$ cat config.mk
export PLATFORM = sky130hd
export DESIGN_NAME = atm_controller
export DESIGN_NICKNAME = d
export VERILOG_FILES = /design/src/rtl/atm_controller.sv
export SDC_FILE = /design/constraint.sdc
export NUM_CORES = 1
export LEC_CHECK = 0
export ABC_AREA = 0
export CAP_MARGIN = 20
export CORE_MARGIN = 3
export CORE_UTILIZATION = 33
export DETAILED_ROUTE_END_ITERATION = 7
export SETUP_SLACK_MARGIN = 0.05
export SYNTH_ARGS = -nofsm -noshare
export SYNTH_HDL_FRONTEND = slang
export SYNTH_SLANG_ARGS = --single-unit
$ cat constraint.sdc
create_clock -name clk -period 9.7 [get_ports clk]
set_input_delay 1.94 -clock clk [delete_from_list [all_inputs] [get_ports clk]]
set_output_delay 1.94 -clock clk [all_outputs]
set_load 0.05 [all_outputs]
$ cat src/rtl/atm_controller.sv
// ATM transaction controller: card detect, 4-digit PIN entry with
// 3-strike lockout, deposit/withdrawal against an internal balance.
// Optional inactivity timeout is compiled in with `define ATM_TIMEOUT_EN.
//
// Ports:
//   clk, rst               clock, synchronous active-high reset
//   tarjeta_recibida       card inserted (level)
//   tipo_trans             0 deposit, 1 withdrawal (sampled with monto_stb)
//   digito, add_digit      keypad digit and its strobe (edge detected)
//   monto_stb, monto       amount strobe (edge detected) and amount
//   balance_actualizado    pulse: balance changed
//   entregar_dinero        pulse: dispense cash
//   pin_incorrecto         pulse: PIN mismatch
//   advertencia            level: two consecutive failed PINs
//   bloqueo                level: locked until rst
//   fondos_insuficientes   pulse: withdrawal rejected
//   balance                current balance

module atm_controller #(
  parameter logic [15:0] PIN            = 16'h4756,
  parameter logic [63:0] BALANCE_INIT   = 64'd50000,
  parameter int unsigned TIMEOUT_CYCLES = 1000
) (
  input  logic        clk,
  input  logic        rst,
  input  logic        tarjeta_recibida,
  input  logic        tipo_trans,
  input  logic [3:0]  digito,
  input  logic        add_digit,
  input  logic        monto_stb,
  input  logic [31:0] monto,
  output logic        balance_actualizado,
  output logic        entregar_dinero,
  output logic        pin_incorrecto,
  output logic        advertencia,
  output logic        bloqueo,
  output logic        fondos_insuficientes,
  output logic [63:0] balance
);

  typedef enum logic [2:0] {
    ESPERANDO_TARJETA,
    VERIFICAR_PIN,
    COMPARAR,
    ESPERAR_MONTO,
    DEPOSITO,
    RETIRO,
    BLOQUEO
  } state_t;

  state_t      state;
  logic        add_prev;
  logic        monto_prev;
  logic        add_edge;
  logic        monto_edge;
  logic [15:0] pin_buf;
  logic [2:0]  count;
  logic [1:0]  attempts;
  logic [31:0] monto_q;
  logic        tipo_q;
  logic [63:0] monto_ext;
  logic        timeout;

  // A strobe held high counts once: only a 0->1 change is an event.
  assign add_edge   = add_digit & ~add_prev;
  assign monto_edge = monto_stb & ~monto_prev;
  assign monto_ext  = {32'd0, monto_q};

`ifdef ATM_TIMEOUT_EN
  logic [31:0] tmr;
  logic        waiting;

  assign waiting = (state == VERIFICAR_PIN) ||
                   (state == ESPERAR_MONTO);
  assign timeout = waiting &&
                   (tmr == 32'(TIMEOUT_CYCLES - 1));

  // Every entry into a waiting state comes from a non-waiting
  // state, so clearing outside them covers the restart on entry.
  always_ff @(posedge clk) begin
    if (rst) begin
      tmr <= '0;
    end else if (!waiting || add_edge || monto_edge || timeout) begin
      tmr <= '0;
    end else begin
      tmr <= tmr + 32'd1;
    end
  end
`else
  assign timeout = 1'b0;
`endif

  always_ff @(posedge clk) begin
    if (rst) begin
      state                <= ESPERANDO_TARJETA;
      add_prev             <= 1'b0;
      monto_prev           <= 1'b0;
      pin_buf              <= '0;
      count                <= '0;
      attempts             <= '0;
      monto_q              <= '0;
      tipo_q               <= 1'b0;
      balance              <= BALANCE_INIT;
      balance_actualizado  <= 1'b0;
      entregar_dinero      <= 1'b0;
      pin_incorrecto       <= 1'b0;
      advertencia          <= 1'b0;
      bloqueo              <= 1'b0;
      fondos_insuficientes <= 1'b0;
    end else begin
      add_prev             <= add_digit;
      monto_prev           <= monto_stb;
      balance_actualizado  <= 1'b0;
      entregar_dinero      <= 1'b0;
      pin_incorrecto       <= 1'b0;
      fondos_insuficientes <= 1'b0;

      unique case (state)
        ESPERANDO_TARJETA: begin
          if (tarjeta_recibida) begin
            state   <= VERIFICAR_PIN;
            count   <= '0;
            pin_buf <= '0;
          end
        end

        VERIFICAR_PIN: begin
          if (add_edge) begin
            pin_buf <= {pin_buf[11:0], digito};
            count   <= count + 3'd1;
            if (count == 3'd3) begin
              state <= COMPARAR;
            end
          end else if (timeout) begin
            // Abandon the partial PIN; attempts are kept.
            state   <= ESPERANDO_TARJETA;
            count   <= '0;
            pin_buf <= '0;
          end
        end

        COMPARAR: begin
          if (pin_buf == PIN) begin
            attempts    <= '0;
            advertencia <= 1'b0;
            state       <= ESPERAR_MONTO;
          end else begin
            attempts       <= attempts + 2'd1;
            pin_incorrecto <= 1'b1;
            if (attempts == 2'd2) begin
              bloqueo     <= 1'b1;
              advertencia <= 1'b0;
              state       <= BLOQUEO;
            end else begin
              if (attempts == 2'd1) begin
                advertencia <= 1'b1;
              end
              count   <= '0;
              pin_buf <= '0;
              state   <= VERIFICAR_PIN;
            end
          end
        end

        ESPERAR_MONTO: begin
          if (monto_edge) begin
            monto_q <= monto;
            tipo_q  <= tipo_trans;
            state   <= tipo_trans ? RETIRO : DEPOSITO;
          end else if (timeout) begin
            state <= ESPERANDO_TARJETA;
          end
        end

        DEPOSITO: begin
          // Wraps modulo 2^64.
          balance             <= balance + monto_ext;
          balance_actualizado <= 1'b1;
          state               <= ESPERANDO_TARJETA;
        end

        RETIRO: begin
          if (monto_ext > balance) begin
            fondos_insuficientes <= 1'b1;
          end else begin
            balance             <= balance - monto_ext;
            balance_actualizado <= 1'b1;
            entregar_dinero     <= 1'b1;
          end
          state <= ESPERANDO_TARJETA;
        end

        BLOQUEO: begin
          state <= BLOQUEO;
        end

        default: begin
          state <= ESPERANDO_TARJETA;
        end
      endcase
    end
  end

  // tipo_q is kept for observability of the latched transaction.
  logic unused_tipo;
  assign unused_tipo = tipo_q;

endmodule

After elaboration in Yosys (flattened, before gate mapping)
Index checks and enable logic that the tools add are counted.
{"block": "word_totals", "register_bits": 128, "out_inout_bits": 70}
{"block": "classes", "n_addsub": 4, "order_cmp": 1, "eq_ne": 17, "mux": 28, "bitwise_logic": 7, "reduce_logical": 12}
{"cell": "$pmux W64 S2", "n": 1}
{"cell": "$add A64 B32 Y64", "n": 1}
{"cell": "$gt A32 B64 Y1", "n": 1}
{"cell": "$mux W16", "n": 4}
{"cell": "$mux W64", "n": 1}
{"cell": "$sub A64 B32 Y64", "n": 1}
{"cell": "$pmux W16 S3", "n": 1}
{"cell": "$mux W3", "n": 10}
{"cell": "$eq A16 B15 Y1 const B", "n": 1}
{"cell": "$pmux W3 S5", "n": 1}
{"cell": "$ne A2 B2 Y1 const B", "n": 7}
{"cell": "$eq A3 B2 Y1 const B", "n": 3}
{"cell": "$eq A3 B3 Y1 const B", "n": 3}
{"cell": "$pmux W3 S3", "n": 1}
{"cell": "$mux W1", "n": 7}
{"cell": "$reduce_and A2 Y1", "n": 3}
{"cell": "$reduce_bool A3 Y1", "n": 2}
{"cell": "$not A1 Y1", "n": 5}
{"cell": "$reduce_and A5 Y1", "n": 1}
{"cell": "$reduce_and A4 Y1", "n": 1}
{"cell": "$reduce_or A2 Y1", "n": 2}
{"cell": "$add A3 B1 Y3 const B", "n": 1}
{"cell": "$eq A3 B1 Y1 const B", "n": 1}
{"cell": "$logic_not A3 Y1", "n": 1}
{"cell": "other kinds (8)", "n": 9}

Depth between registers and ports, before layout
Gate-level depths: netlist (run 1).
{"block": "depth", "depth_word": 4, "mapped_depth": 15}

Worst setup path before layout (run 1)
Ideal clock, no wire load.
{"block": "synth_path", "path_kind": "flip-flop to flip-flop", "from": "register balance[1]", "to": "register balance[30]", "setup_ns": 0.122, "arrival_time_ns": 3.457, "setup_slack_ns": 6.121, "stages_incl_launch_ff": 12, "n_path_buf": 0, "synth_period_minus_slack_ns": 3.579, "path_cell_list": "dfxtp_1 inv_1 fa_1 o21ba_2 or4_1 a211oi_2 o31ai_1 o2bb2ai_1 o31a_1 a21o_1 and4_1 a311o_1"}
{"block": "synth_via", "elab_chain_cells": 3, "word_cells_on_any_way": 7}
{"item": "start, declared", "line": "38", "rtl": "output logic [63:0] balance"}
{"item": "start signal, assigned", "line": "177", "rtl": "balance <= balance + monto_ext;"}
{"item": "start signal, assigned", "line": "186", "rtl": "balance <= balance - monto_ext;"}
{"item": "$sub A64 B32 Y64 / $gt A32 B64 Y1 (equally long branches)", "line": "186, 183"}
{"item": "$mux W64 / $ne A2 B2 Y1 (equally long branches)"}
{"item": "$pmux W64 S2 / $reduce_and A2 Y1 (equally long branches)"}
Parallel ways exist; a longest one is shown, timed or not. The select of a mux whose other input is x is not followed.
A chain may end at the register's enable or synchronous reset.

Final worst setup path (run 1)
{"block": "layout_path", "from": "register balance[34]", "to": "output balance[34]"}
No word-level cell between the ends.

==> results of run 1 <==
-- logic make-up after synthesis --
logic type	share of synthesized area
AND/OR/NAND/NOR	0.302
AO/OA/AOI/OAI	0.251
XOR/XNOR	0.0240
adder cells (fa/ha/maj)	0.0870
flip-flops	0.250
multiplexers	0.0230
buffers and inverters	0.0632
-- per-layer routing --
metal	track usage	up-vias	wire [um]
met5	0	-	0
met4	0.0771	0	937
met3	0.0480	55	2690
met2	0.322	417	15900
met1	0.288	5102	16100
li1	-	5259	-
-- stage by stage --
stage | setup slack (ns) | util | hold WS, ns | instance area (um2)
after floorplan | 6.12 | - | 0.427 | 10200
after global placement | 5.70 | 0.383 | 0.434 | 11500
after detailed placement | 5.63 | 0.383 | 0.446 | 11500
after CTS | 5.57 | 0.403 | 0.453 | 12100
after global routing | 5.21 | 0.403 | 0.483 | 12100
final | 5.54 | 0.403 | 0.453 | 12100
-- power by group through the flow --
stage / clock network, W / registers [W] / logic (W)
after floorplan: 0 / 0.000562 / 0.000160
after global placement: 0 / 0.000560 / 0.000240
after detailed placement: 0 / 0.000560 / 0.000240
after CTS: 0.000693 / 0.000549 / 0.000241
after global routing: 0.000717 / 0.000551 / 0.000268
final: 0.000680 / 0.000549 / 0.000245
-- final timing paths --
kind / depth (start not counted) / end / slack (ns) / startpoint
max: 1 / balance[34] / 5.54 / balance[34]
min: 2 / pin_buf[13] / 0.45 / pin_buf[13]
max reg2reg: 11 / balance[57] / 5.63 / monto_q[13]
min reg2reg: 2 / pin_buf[13] / 0.45 / pin_buf[13]
-- final cells by class --
cell class	count	area, um2
clock buffer	21	460
clock inverter	11	156
fill	3152	18000
inverter	73	274
multi-input combinational	1142	7030
sequential	128	2560
tap	390	488
timing repair buffer	118	1160
-- registers in the layout (all words and copies together) (netlist names) --
register              count
balance_actualizado       1
pin_buf                  16
bloqueo                   1
monto_q                  32
fondos_insuficientes      1
count                     3
attempts                  2
monto_prev                1
balance                  64
entregar_dinero           1
pin_incorrecto            1
state                     3
advertencia               1
add_prev                  1
-- worst register-to-register path, stage by stage, from the launching register on --
cell                        delay [ns]
sky130_fd_sc_hd__dfxtp_1          0.35
sky130_fd_sc_hd__inv_1            0.05
sky130_fd_sc_hd__ha_1             0.52
sky130_fd_sc_hd__a21oi_1          0.11
sky130_fd_sc_hd__o21ai_0          0.43
sky130_fd_sc_hd__nor2_1           0.10
sky130_fd_sc_hd__nor3_1           0.28
sky130_fd_sc_hd__o2111ai_1        0.31
sky130_fd_sc_hd__nand4_1          0.25
sky130_fd_sc_hd__and2_2           0.88
sky130_fd_sc_hd__o221ai_1         0.33
sky130_fd_sc_hd__mux2_2           0.34
-- cells in the final DEF, fill, tap and decap left out, types with 12 or more instances in the layout --
cell                              instances
sky130_fd_sc_hd__nand2_1                186
sky130_fd_sc_hd__a21oi_1                163
sky130_fd_sc_hd__nor2_1                 128
sky130_fd_sc_hd__dfxtp_1                128
sky130_fd_sc_hd__clkdlybuf4s50_1        110
sky130_fd_sc_hd__inv_1                   73
sky130_fd_sc_hd__ha_1                    68
sky130_fd_sc_hd__o21ai_0                 65
sky130_fd_sc_hd__nor3_1                  58
sky130_fd_sc_hd__nand3_1                 46
sky130_fd_sc_hd__nor2b_1                 37
sky130_fd_sc_hd__nor4_1                  31
sky130_fd_sc_hd__nand4_1                 31
sky130_fd_sc_hd__a211oi_1                25
sky130_fd_sc_hd__xnor2_1                 25
sky130_fd_sc_hd__mux2_2                  17
sky130_fd_sc_hd__clkbuf_16               17
sky130_fd_sc_hd__o31ai_1                 16
sky130_fd_sc_hd__o211ai_1                15
sky130_fd_sc_hd__o21a_1                  15
sky130_fd_sc_hd__a31oi_1                 15
sky130_fd_sc_hd__o21bai_1                12
==> flow_metrics.tcl, run 1 <==
set metrics [dict create \
    result_of_the_run "finished, final reports clean" \
    synth_area_leaders "sky130_fd_sc_hd__dfxtp_1 25%, sky130_fd_sc_hd__ha_1 8.3%, sky130_fd_sc_hd__a21oi_1 8.0%" \
    net-switching-power_w 0.000438 \
    post_cts_resize_count 0 \
    max_slew_margin 0.274 \
    cellPowerDensity_mw_per_mm2 121 \
    tightestPinTransition_ns 1.09 \
    cts.clk_slew.worst_paths_ns 0.07 \
    cts_inserted_buffers 17 \
    number_of_synthesized_flops_with_an_enable_pin 0 \
    final.min_clock_period_ns 4.16 \
    clk_root_buffer_cell "sky130_fd_sc_hd__clkbuf_16" \
    count_of_buffering_cells_on_the_critical_path_with_inverters_included 1 \
    timing.critical_path.required_ns 7.76 \
    cp_endpoint_kind "output pin" \
    drive_above_1_share 0.0583 \
    rsz0062_at_grt "no" \
    globalplace.congestion 0.960 \
    clk-insertion-delay-late_ns 0.45 \
    hp-class "reg -> reg" \
    synth_seq_cells 128 \
    synth_commonest_cells "186 x sky130_fd_sc_hd__nand2_1, 163 x sky130_fd_sc_hd__a21oi_1, 129 x sky130_fd_sc_hd__nor2_1" \
    internal_w 0.00104 \
    cp_data_arrival_time_ns 2.22 \
    avgViaCountPerCell 5.75 \
    max_fclk_mhz 241 \
    power.switching_fraction 0.297 \
    design.die.area_mm2 0.0332 \
    die_y_um 182 \
    synth_warnings 0 \
    port_buffers 111 \
    antenna_violations_before_repair 0 \
    crit_family "buffers and inverters" \
    fin_setup_tns_ns 0 \
    cp-start-kind "flop" \
    dp_hpwl_mm 26.0 \
    path_cells "clkdlybuf4s50_1" \
    post_synth_instance_area_mm2 0.0102 \
    initial_core_util 0.340 \
    die_width_um 182 \
    cts_buffer_depth 2 \
    path_class "reg -> out" \
    synth.distinct_cells 78 \
    synth_most_common_cell "sky130_fd_sc_hd__nand2_1" \
    detail_route.wl_per_cell_um 18.9 \
    core_mm2 0.0301 \
    cts.htree.levels 4 \
    cts.sinks 128 \
    grt_overflow_total 0 \
    design.portCount 112 \
    synth_async_sr_flop_share 0 \
    std_cell_rows 63 \
    final.period_utilization 0.429 \
    first_pass_iteration_count_of_the_detailed_router 6 \
    antenna-diode-count 0 \
    yosysTopAreaCellShare 0.250 \
    vias 10833 \
    area_overhead_vs_synth_pct 18.5 \
    wire_length_of_the_first_global_routing_pass_mm 56.3 \
    antenna_left 0 \
    first_iter_violations 881 \
    timing_max_transition_violations_final 0 \
    stdcell_count 1883 \
    detail_route.wirelength_mm 35.6 \
    globalRouteTotalUtil 0.210 \
    route.detailed.drc 0 \
    grt_max_degree 90 \
    p_comb_frac 0.166 \
    syn_area_per_cell_um2 7.14 \
    synth_fp_nets 1546 \
    power.leakage_nw 4.49 \
    syn-instance-count 1434 \
    setup_viol 0 \
    report.power.total_w 0.00147 \
    ir_worst_vdd_uv 131 \
    sequential_cell_fraction_of_total_power 0.372 \
    share_clk_of_total_power 0.461 \
    num-nets-final 1592 \
    ys_dominant_reg_cell "sky130_fd_sc_hd__dfxtp_1" \
    critical-path-max-stage-delay_ns 0.94 \
    worst_clock_skew_ns 0.0181 \
    crit_fanout 14 \
    synth.largest_area_cell "sky130_fd_sc_hd__dfxtp_1" \
    timing.critical_path.slowest_stage_cell "sky130_fd_sc_hd__clkdlybuf4s50_1" \
    drv.max_cap_violation_count 0 \
    yosysSeqAreaShare 0.250 \
    place.detailed.instances 1851 \
    cts.hold.buffers_added 0 \
    post-cts-setup-buffers 0 \
    cts_tree "done" \
    timing.final.hold_violations 0 \
    grt_pass1_vias 10296 \
]
No activity file was read; power rests on OpenSTA's default activity.
==> run 2: changes to the inputs <==
==> constraint.sdc (replaced) <==
create_clock -name clk -period 3.9 [get_ports clk]
set_input_delay 0.78 -clock clk [delete_from_list [all_inputs] [get_ports clk]]
set_output_delay 0.78 -clock clk [all_outputs]
set_load 0.05 [all_outputs]
==> flow_metrics.tcl, run 2 (synthesis gave the netlist of run 1 again) <==
set metrics [dict create \
    cts_buffer_depth 2 \
    grt_pass1_vias 10580 \
    reg2reg_to "balance[61]" \
    die_width_um 182 \
    antenna_left 0 \
    crit_fanout 11 \
    first_iter_violations 1023 \
    final.period_utilization 0.953 \
    die_y_um 182 \
    fin_setup_tns_ns 0 \
    tightestPinTransition_ns 0.949 \
    power.leakage_nw 4.73 \
    antenna_violations_before_repair 0 \
    globalplace.congestion 0.990 \
    multi_input_comb_area_mm2 0.00708 \
    cts.clk_slew.worst_paths_ns 0.07 \
    first_pass_iteration_count_of_the_detailed_router 5 \
    globalRouteTotalUtil 0.219 \
    final_cell_mix "185 x sky130_fd_sc_hd__nand2_1, 163 x sky130_fd_sc_hd__a21oi_1, 128 x sky130_fd_sc_hd__dfxtp_1" \
    grt_overflow_total 0 \
    r2r_setup_slk_ns 0.18 \
    timing.final.hold_violations 0 \
    setup_viol 0 \
    avgViaCountPerCell 5.76 \
    detail_route.wirelength_mm 37.4 \
    grt_max_degree 87 \
    result_of_the_run "finished, final reports clean" \
    drv.max_cap_violation_count 0 \
    cp-start-kind "flop" \
    max_reg_flops 64 \
    post-cts-setup-buffers 0 \
    layout_commonest_cell "sky130_fd_sc_hd__nand2_1" \
    rsz0062_at_grt "no" \
    final.setup.worst_slack_ns 0.182 \
    route.detailed.drc 0 \
    cellPowerDensity_mw_per_mm2 297 \
    timing.critical_path.required_ns 4.24 \
    core_mm2 0.0301 \
    reg2reg_depth 11 \
    num-fill-cells 3180 \
    cts_tree "done" \
    cts.htree.levels 4 \
    design.portCount 112 \
    worst_clock_skew_ns 0.0185 \
    ir_worst_vdd_uv 310 \
    dpl_worst_slack_ns 0.110 \
    regToRegStartpoint "monto_q[7]" \
    cts.sinks 128 \
    max_slew_margin 0.367 \
    initial_core_util 0.340 \
    timing_max_transition_violations_final 0 \
    dp_hpwl_mm 28.0 \
    top_regs "balance (64), monto_q (32), pin_buf (16)" \
    design.die.area_mm2 0.0332 \
    detail_route.wl_per_cell_um 19.4 \
    cp_data_arrival_time_ns 4.06 \
    wire_length_of_the_first_global_routing_pass_mm 58.7 \
    regMostFlops "balance" \
    worstHoldStart "pin_buf[13]" \
    hold-path-endpoint "pin_buf[13]" \
    cp_endpoint_kind "flop" \
    std_cell_rows 63 \
    hp-class "reg -> reg" \
    clk-insertion-delay-late_ns 0.45 \
    num-nets-final 1637 \
    clk_root_buffer_cell "sky130_fd_sc_hd__clkbuf_16" \
    max_fclk_mhz 269 \
    hold_path_stages 2 \
    path_class "reg -> reg" \
    drive_above_1_share 0.0930 \
    port_buffers 111 \
    area_overhead_vs_synth_pct 22.3 \
    final.min_clock_period_ns 3.72 \
    antenna-diode-count 0 \
    layout.area.seq_mm2 0.00256 \
    post_cts_resize_count 0 \
    vias 11112 \
    cts.hold.buffers_added 0 \
    cts_inserted_buffers 17 \
]
-- run 2: changes by cell type in the layout (fill, tap and decap cells not counted), moves of 2 or more --
cell,previous run,this run
sky130_fd_sc_hd__inv_6,1,6
sky130_fd_sc_hd__nor3_2,1,3
sky130_fd_sc_hd__clkbuf_8,2,0
sky130_fd_sc_hd__nor3_1,58,56
sky130_fd_sc_hd__buf_4,8,52
sky130_fd_sc_hd__clkbuf_1,2,0
-- run 2: area by class of cell --
| class | count | share of cell area |
|---|---|---|
| clock buffers | 17 | 0.0340 |
| clock inverters | 15 | 0.0139 |
| inverters | 73 | 0.0219 |
| multi-input cells | 1142 | 0.566 |
| flip-flops and latches | 128 | 0.205 |
| well taps | 390 | 0.0390 |
| repair buffers | 163 | 0.121 |
-- run 2: layer usage --
metal / part of all wire / vias to the layer above / GRT usage
met5: 0 / - / 0
met4: 0.027 / 0 / 0.0768
met3: 0.076 / 80 / 0.0460
met2: 0.44 / 428 / 0.342
met1: 0.46 / 5250 / 0.299
li1: - / 5354 / -
-- run 2: metrics by stage --
step	hold WS, ns	power [W]	utilization	std cells	cell area [um2]
after floorplan	0.427	0.00180	-	1434	10200
after global placement	0.436	0.00204	0.394	1895	11900
after detailed placement	0.444	0.00204	0.394	1895	11900
after CTS	0.451	0.00373	0.414	1927	12500
after global routing	0.472	0.00386	0.416	1928	12500
final	0.449	0.00372	0.416	1928	12500
-- run 2: how the worst max path moves through the flow --
stage,slack (ns),startpoint,cells past startpoint,end
global route,0.06,monto_q[19],11,balance[39]
floorplan,0.32,balance[1],11,balance[30]
detailed placement,0.11,balance[0],12,balance[63]
global placement,0.13,balance[0],12,balance[63]
CTS,0.09,balance[0],12,balance[63]
finish,0.18,monto_q[7],11,balance[61]
-- run 2: power by group --
| group | internal, W | switching (W) | total (W) |
|---|---|---|---|
| Clock | 0.000960 | 0.000727 | 0.00169 |
| Sequential | 0.00133 | 0.0000252 | 0.00136 |
| Combinational | 0.000239 | 0.000435 | 0.000675 |
-- run 2: worst max-delay path, stage by stage, from the launching register on --
cell and delay, ns:
sky130_fd_sc_hd__dfxtp_1 0.36, sky130_fd_sc_hd__inv_1 0.05, sky130_fd_sc_hd__ha_1 0.42, sky130_fd_sc_hd__or3_4 0.45, sky130_fd_sc_hd__nor4b_2 0.26, sky130_fd_sc_hd__a211oi_1 0.15, sky130_fd_sc_hd__a21o_1 0.25, sky130_fd_sc_hd__a211oi_2 0.39
sky130_fd_sc_hd__o2111ai_4 0.20, sky130_fd_sc_hd__or4b_1 0.51, sky130_fd_sc_hd__a21oi_1 0.21, sky130_fd_sc_hd__mux2_1 0.33
